File: src/rtl/wb_8to16_bridge_pkg.sv
// Shared types and lane helpers for the 8-to-16 Wishbone bridge.
// Latency: n/a (types and pure functions only).
// Backpressure: n/a.
package wb_bridge_pkg;

  typedef enum logic [1:0] {
    IDLE = 2'd0,
    BUS  = 2'd1,
    RESP = 2'd2
  } bridge_state_t;

  typedef enum logic [1:0] {
    RSP_ACK = 2'd0,
    RSP_ERR = 2'd1,
    RSP_RTY = 2'd2
  } bridge_rsp_t;

  // Byte lane enable for a single-byte access: odd address -> upper lane.
  function automatic logic [1:0] lane_sel(input logic adr0);
    return adr0 ? 2'b10 : 2'b01;
  endfunction

  // Pick the addressed byte out of a 16-bit word.
  function automatic logic [7:0] lane_byte(input logic [15:0] word, input logic adr0);
    return adr0 ? word[15:8] : word[7:0];
  endfunction

endpackage

File: src/rtl/wb_8to16_bridge_if.sv
// Bundle of the 8-bit master side and 16-bit slave side of the bridge.
// Latency: n/a (wires only).
// Backpressure: Wishbone classic; requester holds stb until ack/err/rty.
// Signal suffixes are from the bridge's point of view: modport slave is the
// bridge itself, modport master is the surrounding system (CPU + 16-bit slave).
interface wb_8to16_bridge_if #(
  parameter int ADDR_W = 20
);
  logic              m8_cyc_i;
  logic              m8_stb_i;
  logic              m8_we_i;
  logic [ADDR_W-1:0] m8_adr_i;
  logic [7:0]        m8_dat_i;
  logic [7:0]        m8_dat_o;
  logic              m8_ack_o;
  logic              m8_err_o;
  logic              m8_rty_o;
  logic              s16_cyc_o;
  logic              s16_stb_o;
  logic              s16_we_o;
  logic [ADDR_W-1:0] s16_adr_o;
  logic [1:0]        s16_sel_o;
  logic [15:0]       s16_dat_o;
  logic [15:0]       s16_dat_i;
  logic              s16_ack_i;
  logic              s16_err_i;
  logic              s16_rty_i;

  modport slave (
    input  m8_cyc_i, m8_stb_i, m8_we_i, m8_adr_i, m8_dat_i,
    input  s16_dat_i, s16_ack_i, s16_err_i, s16_rty_i,
    output m8_dat_o, m8_ack_o, m8_err_o, m8_rty_o,
    output s16_cyc_o, s16_stb_o, s16_we_o, s16_adr_o, s16_sel_o, s16_dat_o
  );

  modport master (
    output m8_cyc_i, m8_stb_i, m8_we_i, m8_adr_i, m8_dat_i,
    output s16_dat_i, s16_ack_i, s16_err_i, s16_rty_i,
    input  m8_dat_o, m8_ack_o, m8_err_o, m8_rty_o,
    input  s16_cyc_o, s16_stb_o, s16_we_o, s16_adr_o, s16_sel_o, s16_dat_o
  );

endinterface

File: src/rtl/wb_8to16_bridge_timeout_cnt.sv
// Bus watchdog: counts enabled cycles, flags the LIMIT-th one; LIMIT=0 never expires.
// Latency: expired_o is combinational on the cycle that completes LIMIT counts.
// Backpressure: none; clear_i has priority over en_i.
module wb_timeout_cnt #(
  parameter int LIMIT = 255
) (
  input  logic clk_i,
  input  logic rst_i,
  input  logic clear_i,
  input  logic en_i,
  output logic expired_o
);

  localparam int W = (LIMIT > 0) ? $clog2(LIMIT + 1) : 1;
  localparam logic [W-1:0] LAST = (LIMIT > 0) ? W'(LIMIT - 1) : '0;

  logic [W-1:0] cnt_q, cnt_d;

  // Count enabled cycles; saturate at LAST so a held enable never wraps.
  always_comb begin
    cnt_d = cnt_q;
    if (clear_i) begin
      cnt_d = '0;
    end else if (en_i && (cnt_q != LAST)) begin
      cnt_d = cnt_q + 1'b1;
    end
  end

  // Counter register with synchronous reset.
  always_ff @(posedge clk_i) begin
    if (rst_i) begin
      cnt_q <= '0;
    end else begin
      cnt_q <= cnt_d;
    end
  end

  // cnt_q holds the cycles already counted, so this cycle is number cnt_q+1.
  assign expired_o = (LIMIT > 0) && en_i && (cnt_q == LAST);

endmodule

File: src/rtl/wb_8to16_bridge.sv
// Registered Wishbone bridge: 8-bit byte master onto a 16-bit slave, one access in flight, bus timeout.
// Latency: request N -> s16_stb N+1 -> m8 response N+2 (zero-wait slave); cache hit responds at N+1.
// Backpressure: master holds stb until response; slave waits stretch BUS up to TIMEOUT cycles.
// Optional feature: define READ_CACHE_EN for a one-word read cache (side-effect-free slaves only).
module wb_8to16_bridge
  import wb_bridge_pkg::*;
#(
  parameter int ADDR_W  = 20,
  parameter int TIMEOUT = 255
) (
  input logic               clk_i,
  input logic               rst_i,
  wb_8to16_bridge_if.slave  bus
);

  bridge_state_t     state_q, state_d;
  bridge_rsp_t       rsp_q, rsp_d;
  logic [ADDR_W-1:0] adr_q, adr_d;
  logic              we_q, we_d;
  logic [7:0]        dat_q, dat_d;
  logic [1:0]        sel_q, sel_d;
  logic [7:0]        rdat_q, rdat_d;
  logic              tmo_expired;

`ifdef READ_CACHE_EN
  logic              cvld_q, cvld_d;
  logic [ADDR_W-2:0] ctag_q, ctag_d;
  logic [15:0]       cdat_q, cdat_d;
  logic [ADDR_W-2:0] req_tag, cur_tag;

  assign req_tag = bus.m8_adr_i[ADDR_W-1:1];
  assign cur_tag = adr_q[ADDR_W-1:1];
`endif

  wb_timeout_cnt #(
    .LIMIT (TIMEOUT)
  ) u_tmo (
    .clk_i     (clk_i),
    .rst_i     (rst_i),
    .clear_i   (state_q != BUS),
    .en_i      (state_q == BUS),
    .expired_o (tmo_expired)
  );

  // Access FSM: latch request, run slave cycle, then a single response cycle.
  always_comb begin
    state_d = state_q;
    rsp_d   = rsp_q;
    adr_d   = adr_q;
    we_d    = we_q;
    dat_d   = dat_q;
    sel_d   = sel_q;
    rdat_d  = rdat_q;
`ifdef READ_CACHE_EN
    cvld_d  = cvld_q;
    ctag_d  = ctag_q;
    cdat_d  = cdat_q;
`endif
    case (state_q)
      IDLE: begin
        if (bus.m8_cyc_i && bus.m8_stb_i) begin
          adr_d   = bus.m8_adr_i;
          we_d    = bus.m8_we_i;
          dat_d   = bus.m8_dat_i;
          sel_d   = lane_sel(bus.m8_adr_i[0]);
          rsp_d   = RSP_ACK;
          rdat_d  = '0;
          state_d = BUS;
`ifdef READ_CACHE_EN
          if (bus.m8_we_i) begin
            // A write makes the cached copy stale; it is never merged.
            if (req_tag == ctag_q) cvld_d = 1'b0;
          end else if (cvld_q && (req_tag == ctag_q)) begin
            rdat_d  = lane_byte(cdat_q, bus.m8_adr_i[0]);
            state_d = RESP;
          end else begin
            // Fetch the whole word so the other byte can hit later.
            sel_d = 2'b11;
          end
`endif
        end
      end
      BUS: begin
        if (!bus.m8_cyc_i) begin
          // Master abandoned the cycle: release the slave, say nothing.
          state_d = IDLE;
        end else if (bus.s16_err_i) begin
          rsp_d   = RSP_ERR;
          rdat_d  = '0;
          state_d = RESP;
`ifdef READ_CACHE_EN
          cvld_d  = 1'b0;
`endif
        end else if (bus.s16_rty_i) begin
          rsp_d   = RSP_RTY;
          rdat_d  = '0;
          state_d = RESP;
`ifdef READ_CACHE_EN
          if (cur_tag == ctag_q) cvld_d = 1'b0;
`endif
        end else if (bus.s16_ack_i) begin
          rsp_d   = RSP_ACK;
          rdat_d  = we_q ? 8'h00 : lane_byte(bus.s16_dat_i, adr_q[0]);
          state_d = RESP;
`ifdef READ_CACHE_EN
          if (!we_q) begin
            cvld_d = 1'b1;
            ctag_d = cur_tag;
            cdat_d = bus.s16_dat_i;
          end
`endif
        end else if (tmo_expired) begin
          rsp_d   = RSP_ERR;
          rdat_d  = '0;
          state_d = RESP;
`ifdef READ_CACHE_EN
          if (cur_tag == ctag_q) cvld_d = 1'b0;
`endif
        end
      end
      RESP:    state_d = IDLE;
      default: state_d = IDLE;
    endcase
  end

  // Bridge state registers; reset drops any access in flight.
  always_ff @(posedge clk_i) begin
    if (rst_i) begin
      state_q <= IDLE;
      rsp_q   <= RSP_ACK;
      adr_q   <= '0;
      we_q    <= 1'b0;
      dat_q   <= '0;
      sel_q   <= '0;
      rdat_q  <= '0;
    end else begin
      state_q <= state_d;
      rsp_q   <= rsp_d;
      adr_q   <= adr_d;
      we_q    <= we_d;
      dat_q   <= dat_d;
      sel_q   <= sel_d;
      rdat_q  <= rdat_d;
    end
  end

`ifdef READ_CACHE_EN
  // Read cache registers; reset invalidates.
  always_ff @(posedge clk_i) begin
    if (rst_i) begin
      cvld_q <= 1'b0;
      ctag_q <= '0;
      cdat_q <= '0;
    end else begin
      cvld_q <= cvld_d;
      ctag_q <= ctag_d;
      cdat_q <= cdat_d;
    end
  end
`endif

  logic in_resp;
  assign in_resp = (state_q == RESP);

  assign bus.s16_cyc_o = (state_q == BUS);
  assign bus.s16_stb_o = (state_q == BUS);
  assign bus.s16_we_o  = we_q;
  assign bus.s16_adr_o = adr_q;
  assign bus.s16_sel_o = sel_q;
  assign bus.s16_dat_o = {dat_q, dat_q};

  assign bus.m8_ack_o  = in_resp && (rsp_q == RSP_ACK);
  assign bus.m8_err_o  = in_resp && (rsp_q == RSP_ERR);
  assign bus.m8_rty_o  = in_resp && (rsp_q == RSP_RTY);
  assign bus.m8_dat_o  = (in_resp && (rsp_q == RSP_ACK)) ? rdat_q : 8'h00;

endmodule
File: src/flat_wrapper.sv
// flat-port wrapper written by rule: the top's interface ports become plain ports
module wb_8to16_bridge_flat import wb_bridge_pkg::*;
#(
  parameter int ADDR_W  = 20,
  parameter int TIMEOUT = 255
)
  (clk_i, rst_i, bus_m8_cyc_i, bus_m8_stb_i, bus_m8_we_i, bus_m8_adr_i, bus_m8_dat_i, bus_s16_dat_i, bus_s16_ack_i, bus_s16_err_i, bus_s16_rty_i, bus_m8_dat_o, bus_m8_ack_o, bus_m8_err_o, bus_m8_rty_o, bus_s16_cyc_o, bus_s16_stb_o, bus_s16_we_o, bus_s16_adr_o, bus_s16_sel_o, bus_s16_dat_o);
  wb_8to16_bridge_if #(.ADDR_W(ADDR_W)) bus_i ();
  input logic clk_i;
  input logic rst_i;
  input wire logic [$bits(bus_i.m8_cyc_i)-1:0] bus_m8_cyc_i;
  input wire logic [$bits(bus_i.m8_stb_i)-1:0] bus_m8_stb_i;
  input wire logic [$bits(bus_i.m8_we_i)-1:0] bus_m8_we_i;
  input wire logic [$bits(bus_i.m8_adr_i)-1:0] bus_m8_adr_i;
  input wire logic [$bits(bus_i.m8_dat_i)-1:0] bus_m8_dat_i;
  input wire logic [$bits(bus_i.s16_dat_i)-1:0] bus_s16_dat_i;
  input wire logic [$bits(bus_i.s16_ack_i)-1:0] bus_s16_ack_i;
  input wire logic [$bits(bus_i.s16_err_i)-1:0] bus_s16_err_i;
  input wire logic [$bits(bus_i.s16_rty_i)-1:0] bus_s16_rty_i;
  output wire logic [$bits(bus_i.m8_dat_o)-1:0] bus_m8_dat_o;
  output wire logic [$bits(bus_i.m8_ack_o)-1:0] bus_m8_ack_o;
  output wire logic [$bits(bus_i.m8_err_o)-1:0] bus_m8_err_o;
  output wire logic [$bits(bus_i.m8_rty_o)-1:0] bus_m8_rty_o;
  output wire logic [$bits(bus_i.s16_cyc_o)-1:0] bus_s16_cyc_o;
  output wire logic [$bits(bus_i.s16_stb_o)-1:0] bus_s16_stb_o;
  output wire logic [$bits(bus_i.s16_we_o)-1:0] bus_s16_we_o;
  output wire logic [$bits(bus_i.s16_adr_o)-1:0] bus_s16_adr_o;
  output wire logic [$bits(bus_i.s16_sel_o)-1:0] bus_s16_sel_o;
  output wire logic [$bits(bus_i.s16_dat_o)-1:0] bus_s16_dat_o;
  assign bus_i.m8_cyc_i = bus_m8_cyc_i;
  assign bus_i.m8_stb_i = bus_m8_stb_i;
  assign bus_i.m8_we_i = bus_m8_we_i;
  assign bus_i.m8_adr_i = bus_m8_adr_i;
  assign bus_i.m8_dat_i = bus_m8_dat_i;
  assign bus_i.s16_dat_i = bus_s16_dat_i;
  assign bus_i.s16_ack_i = bus_s16_ack_i;
  assign bus_i.s16_err_i = bus_s16_err_i;
  assign bus_i.s16_rty_i = bus_s16_rty_i;
  assign bus_m8_dat_o = bus_i.m8_dat_o;
  assign bus_m8_ack_o = bus_i.m8_ack_o;
  assign bus_m8_err_o = bus_i.m8_err_o;
  assign bus_m8_rty_o = bus_i.m8_rty_o;
  assign bus_s16_cyc_o = bus_i.s16_cyc_o;
  assign bus_s16_stb_o = bus_i.s16_stb_o;
  assign bus_s16_we_o = bus_i.s16_we_o;
  assign bus_s16_adr_o = bus_i.s16_adr_o;
  assign bus_s16_sel_o = bus_i.s16_sel_o;
  assign bus_s16_dat_o = bus_i.s16_dat_o;
  wb_8to16_bridge #(.ADDR_W(ADDR_W), .TIMEOUT(TIMEOUT)) u_core (.clk_i(clk_i), .rst_i(rst_i), .bus(bus_i));
endmodule
File: config.mk
export PLATFORM = sky130hd
export DESIGN_NAME = wb_8to16_bridge_flat
export DESIGN_NICKNAME = d
export VERILOG_FILES = /design/src/rtl/wb_8to16_bridge_pkg.sv /design/src/rtl/wb_8to16_bridge_if.sv /design/src/rtl/wb_8to16_bridge_timeout_cnt.sv /design/src/rtl/wb_8to16_bridge.sv /design/src/flat_wrapper.sv
export SDC_FILE = /design/constraint.sdc
export NUM_CORES = 1
export LEC_CHECK = 0
export BUFFER_PORTS_ARGS = -buffer_cell sky130_fd_sc_hd__buf_2
export CORE_MARGIN = 1
export CORE_UTILIZATION = 35
export DETAILED_ROUTE_END_ITERATION = 8
export GPL_TIMING_DRIVEN = 0
export MAX_ROUTING_LAYER = met4
export SETUP_SLACK_MARGIN = 0.1
export SYNTH_ARGS = -nofsm -noshare
export SYNTH_HDL_FRONTEND = slang
export SYNTH_SLANG_ARGS = --single-unit
File: constraint.sdc
create_clock -name clk_i -period 2.5 [get_ports clk_i]
set_clock_uncertainty 0.1 [all_clocks]
set_input_delay 0.75 -clock clk_i [delete_from_list [all_inputs] [get_ports clk_i]]
set_output_delay 0.75 -clock clk_i [all_outputs]
set_load 0.01 [all_outputs]
## Word level (Yosys, flattened, before mapping)

Index checks and enable logic that the tools add are counted.

- Add/sub/neg operators: 1
- Equality and inequality tests: 11
- Muxes and demuxes: 25
- Reduce and logical (&&, ||, !) cells: 13

Operator list:

| kind | number |
|---|---|
| two-way mux 8 bit | 9 |
| two-way mux 2 bit | 13 |
| case mux 8 bit (2 select lines) | 1 |
| adder 8 x 1 -> 8 bit (second input constant) | 1 |
| == test 8 bit (second input constant) | 1 |
| inequality test 8 bit (second input constant) | 1 |
| case mux 2 bit (2 select lines) | 2 |
| logical AND 1 bit | 6 |
| inequality test 6 x 5 -> 1 bit (second input constant) | 1 |
| inequality test 5 x 4 -> 1 bit (second input constant) | 1 |
| == test 2 x 1 -> 1 bit (second input constant) | 2 |
| == test 2 bit (second input constant) | 2 |
| zero test 2 bit | 2 |
| inequality test 2 x 1 -> 1 bit (second input constant) | 2 |
| AND reduction 2 bit | 2 |
| AND reduction 4 bit | 1 |
| inequality test 2 bit (second input constant) | 1 |
| nonzero test 2 bit | 1 |
| OR reduction 2 bit | 1 |

- Bits in registers: 51
- Input port bits: 52
- Output and inout port bits: 52
- Word-level logic and storage cells: 58

## Depth between registers and ports, before layout

- Depth after elaboration: 8
- Gate-level depth with buffers: 7
- Mapped depth without buffers: 6

## By module

Synthesis repeated with hierarchy kept, for this count alone.

- Cell total of the unflattened synthesis: 271
- Area total of the unflattened synthesis: 2296.0 um^2

By module, submodules not included:

| module | times used | cells an instance | area an instance (um^2) | seq. area each (um^2) |
|---|---|---|---|---|
| wb_8to16_bridge | 1 | 219 | 1849.3 | 840.8 |
| wb_timeout_cnt | 1 | 52 | 446.7 | 160.2 |

## Least setup slack after synthesis

OpenSTA, ideal clock, no wires.

- Path type: register -> output
- Start: register u_core.state_q[0]
- End: output bus_m8_dat_o[0]
- Data arrival time: 1474 ps
- Data required time: 1650 ps
- Setup slack: 176 ps
- Cell stages (with the launch flop): 3
- Path buffers: 0
- Cell sequence: dfxtp_1 > nor4b_1 > and2_1

- Word-level cells in the longest chain between the ends: 3

Ends and longest elaborated chain:

| what | line | text |
|---|---|---|
| from (decl) | wb_8to16_bridge.sv:16 | `bridge_state_t state_q, state_d;` |
| from (signal assigned) | wb_8to16_bridge.sv:137 | `state_q <= state_d;` |
| == test 2 bit | wb_8to16_bridge.sv:163 | `assign in_resp = (state_q == RESP);` |
| logical AND 1 bit | -- |  |
| named net bus_m8_ack_o | flat_wrapper.sv:21 | `output wire logic [$bits(bus_i.m8_ack_o)-1:0] bus_m8_ack_o;` |
| two-way mux 8 bit | wb_8to16_bridge.sv:175 | `assign bus.m8_dat_o = (in_resp && (rsp_q == RSP_ACK)) ? rdat_q : 8'h00;` |
| to (decl) | flat_wrapper.sv:20 | `output wire logic [$bits(bus_i.m8_dat_o)-1:0] bus_m8_dat_o;` |

The timed path passes the listed nets, and every way through them passes these cells.

## Worst setup path after layout

- Start: register u_core.state_q[1]
- End: output bus_m8_dat_o[6]

- Word-level cells in the longest chain between the ends: 3

Ends and longest elaborated chain:

| what | line |
|---|---|
| == test 2 bit | wb_8to16_bridge.sv:163 |
| logical AND 1 bit | wb_8to16_bridge.sv:175 |
| two-way mux 8 bit | wb_8to16_bridge.sv:175 |

No other way between the ends.

==> impl_metrics.json <==
{
  "grt_start_max_net_pins": 18,
  "viasPerCell": 4.72,
  "insertion_delay_ns": 0.31,
  "ys.flop_type": "dfxtp_1",
  "placed_area_um2": 2860,
  "worst_ep_required_time_ns": 1.65,
  "hpwl_um": 4060,
  "die_y_um": 82.2,
  "r2r_slack_ns": 0.57,
  "clkSinkCount": 50,
  "vias": 2148,
  "crit_path_end_kind": "output pin",
  "setup_violations": 0,
  "ys_types": 37,
  "detail_route.wl_per_cell_um": 12.1,
  "antenna_left": 0,
  "rr_endpoint": "u_core.u_tmo.cnt_q[7]$_SDFFE_PP0P_",
  "overflow": 0,
  "ios": 104,
  "rsz0062_at_grt": "no",
  "io_buffers": 103,
  "clock.fmax_mhz": 437,
  "grt_pass1_vias": 1822,
  "diodes": 0,
  "fin_crit_sh": 0.915,
  "worstHoldStart": "u_core.bus.s16_adr_o[9]$_SDFFE_PP0P_",
  "crit_buf_inv": 2,
  "synth_area_leaders": "dfxtp_1 45%, nand2_1 12%, a21oi_1 7.3%",
  "start_util": 0.371,
  "synth_top_area_share": 0.445,
  "yosys.cell_count.top_type": "nand2_1",
  "cp_max_fo": 9,
  "seq_area_frac_synth": 0.445,
  "fin_nets": 433,
  "holdWs_ns": 0.358,
  "fin_ws_ns": 0.212,
  "synth_top_area_cell": "dfxtp_1",
  "r2r_start": "u_core.u_tmo.cnt_q[0]$_SDFFE_PP0P_",
  "pre_cts_ws_ns": -0.172,
  "syn_area_um2": 2250,
  "path_cells": "nor4b_4 -> buf_4 -> and2_1 -> buf_2",
  "clock_tree.root_cell": "clkbuf_8",
  "p_leak_nw": 1.40,
  "max_stage_delay_ns": 0.45,
  "hold_class": "flop to flop",
  "drt_iter0_markers": 66,
  "cts_hold_buf": 0,
  "clk_pin_slew_ns": 0.10,
  "final_area_um2": 3000,
  "syn_nets": 322,
  "ys_async_sr_fraction": 0,
  "peakVddDrop_uv": 287,
  "relSlewSlack": 0.664,
  "crit_family": "flip-flops",
  "cap_violations": 0,
  "htreeDepth": 2,
  "startpoint_type": "flop",
  "netlist_top_cells_count": "70 x nand2_1, 50 x dfxtp_1, 33 x a21oi_1, 12 x clkbuf_1, 12 x nand2b_1",
  "grt_pass1_wl_um": 8220,
  "status": "finished, final reports clean",
  "max-clock-path-buffers": 2,
  "r2r_cells": 6,
  "report.final.hold_viol_count": 0,
  "fin_crit_ns": 2.29,
  "worst_pin_slew_ns": 0.504,
  "cts_buffers": 5,
  "synth_seq_cells": 50,
  "drc": 0,
  "cp.arrival_ns": 1.44,
  "fillCellCount": 621,
  "netlist_instances": 268,
  "wirelength_um": 5530,
  "cp_slowest_cell": "dfxtp_1",
  "place.gp.congestion": 0.791,
  "synth_edf_count": 0,
  "crit_type": "flop to output pin",
  "coreArea_um2": 6060,
  "die_width_um": 82.2,
  "grt_util_all_layers": 0.164,
  "syn_avg_cell_area_um2": 8.39,
  "dieArea_um2": 6750,
  "drive_gt1_frac": 0.371,
  "syn_to_final_growth_pct": 33.3,
  "antenna_found_initial": 0,
  "dr.pass1.iters": 4,
  "power_density_nw_per_um2": 548,
  "ys.warnings.count": 0,
  "cts_tree": "built",
  "rows": 28,
  "whs_endpoint": "u_core.bus.s16_adr_o[9]$_SDFFE_PP0P_",
  "maxSlewViolCount": 0,
  "whs_path_depth": 2
}
[worst max-delay path by stage]
stage | start | to | slack (ns) | depth (start not counted)
floorplan | u_core.state_q[0]$_SDFFE_PP0P_ | bus_m8_dat_o[0] | 0.18 | 2
global placement | u_core.state_q[1]$_SDFFE_PP0P_ | bus_m8_dat_o[7] | -0.16 | 3
detailed placement | u_core.state_q[0]$_SDFFE_PP0P_ | bus_m8_dat_o[6] | -0.17 | 3
CTS | u_core.state_q[1]$_SDFFE_PP0P_ | bus_m8_dat_o[6] | 0.12 | 3
global route | u_core.state_q[1]$_SDFFE_PP0P_ | bus_m8_dat_o[1] | 0.12 | 4
finish | u_core.state_q[1]$_SDFFE_PP0P_ | bus_m8_dat_o[6] | 0.21 | 4
[cells in the final DEF, fill, tap and decap left out, types with 2 or more instances in the layout]
cell        n
buf_2     104
nand2_1    70
dfxtp_1    50
a21oi_1    33
nand2b_1   12
clkbuf_1   12
nor2_1     11
buf_4      11
mux2i_1    10
and2_1      8
mux2_2      8
clkbuf_8    5
o21ai_0     4
nand3_1     4
xor2_1      4
and3_1      3
o211ai_1    3
inv_1       2
and4bb_2    2
a31oi_1     2
ha_1        2
[registers in the layout, summed over array words and instances, names as in the netlist]
signal and count:
u_core.bus.s16_we_o 1, u_core.u_tmo.cnt_q 8, u_core.bus.s16_adr_o 20, u_core.bus.s16_sel_o 1
u_core.state_q 2, u_core.rdat_q 8, u_core.dat_q 8, u_core.rsp_q 2
[area by class of cell]
type | count | area, µm² | share of cell area
buffer | 24 | 136 | 0.0455
clock buffer | 5 | 68.8 | 0.0230
clock inverter | 3 | 48.8 | 0.0163
inverter | 3 | 11.3 | 0.00376
multi-input combinational | 191 | 1110 | 0.372
sequential | 50 | 1000 | 0.334
tap | 75 | 93.8 | 0.0313
timing repair buffer | 104 | 523 | 0.174
[what timing repair did]
action                                  in CTS  in global routing
resized for setup                            2                  0
setup buffers                                0                  1
endpoints found under the setup margin       9                  8
pin swaps                                    1                  0
gates cloned                                 0                  0
[per-stage QoR]
| stage | util | power [mW] | TNS, ns | instances |
|---|---|---|---|---|
| 3_5_place_dp | 0.472 | 1.06 | -1.40 | 446 |
| 6_report | 0.495 | 1.64 | 0 | 455 |
| 3_3_place_gp | 0.472 | 1.06 | -1.34 | 446 |
| 5_1_grt | 0.495 | 1.72 | 0 | 455 |
| 4_1_cts | 0.493 | 1.66 | 0 | 454 |
| 2_1_floorplan | - | 0.963 | 0 | 268 |
[cell families after synthesis]
group,count (synthesis),synth area share
buffers and inverters,27,0.0657
adders and majority gates,2,0.0111
AOI/OAI and AO/OA,45,0.108
muxes,18,0.0846
and+or+nand+nor,121,0.266
xor gates and xnor gates,5,0.0195
DFF,50,0.445
[layer usage]
metal	share of wire	routed length, µm	vias to the layer above	track usage
li1	-	-	1105	-
met1	0.46	2540	969	0.199
met2	0.47	2590	66	0.269
met3	0.056	312	8	0.0374
met4	0.015	81	0	0.0491
met5	0	0	-	-
[report_power, final]
part	switching [mW]	leakage (nW)	internal, mW
Clock	0.298	0.0563	0.305
Combinational	0.106	0.935	0.0975
Sequential	0.0153	0.406	0.821
[worst reg2reg max path: cells and delay by family, from the launching register on]
family / cells / cell delay (ns)
AND/OR/NAND/NOR: 2 / 0.75
flip-flops: 1 / 0.41
AO/OA/AOI/OAI: 2 / 0.34
adder cells (fa/ha/maj): 1 / 0.20
buffers and inverters: 1 / 0.07
(Power assumes the default switching activity.)
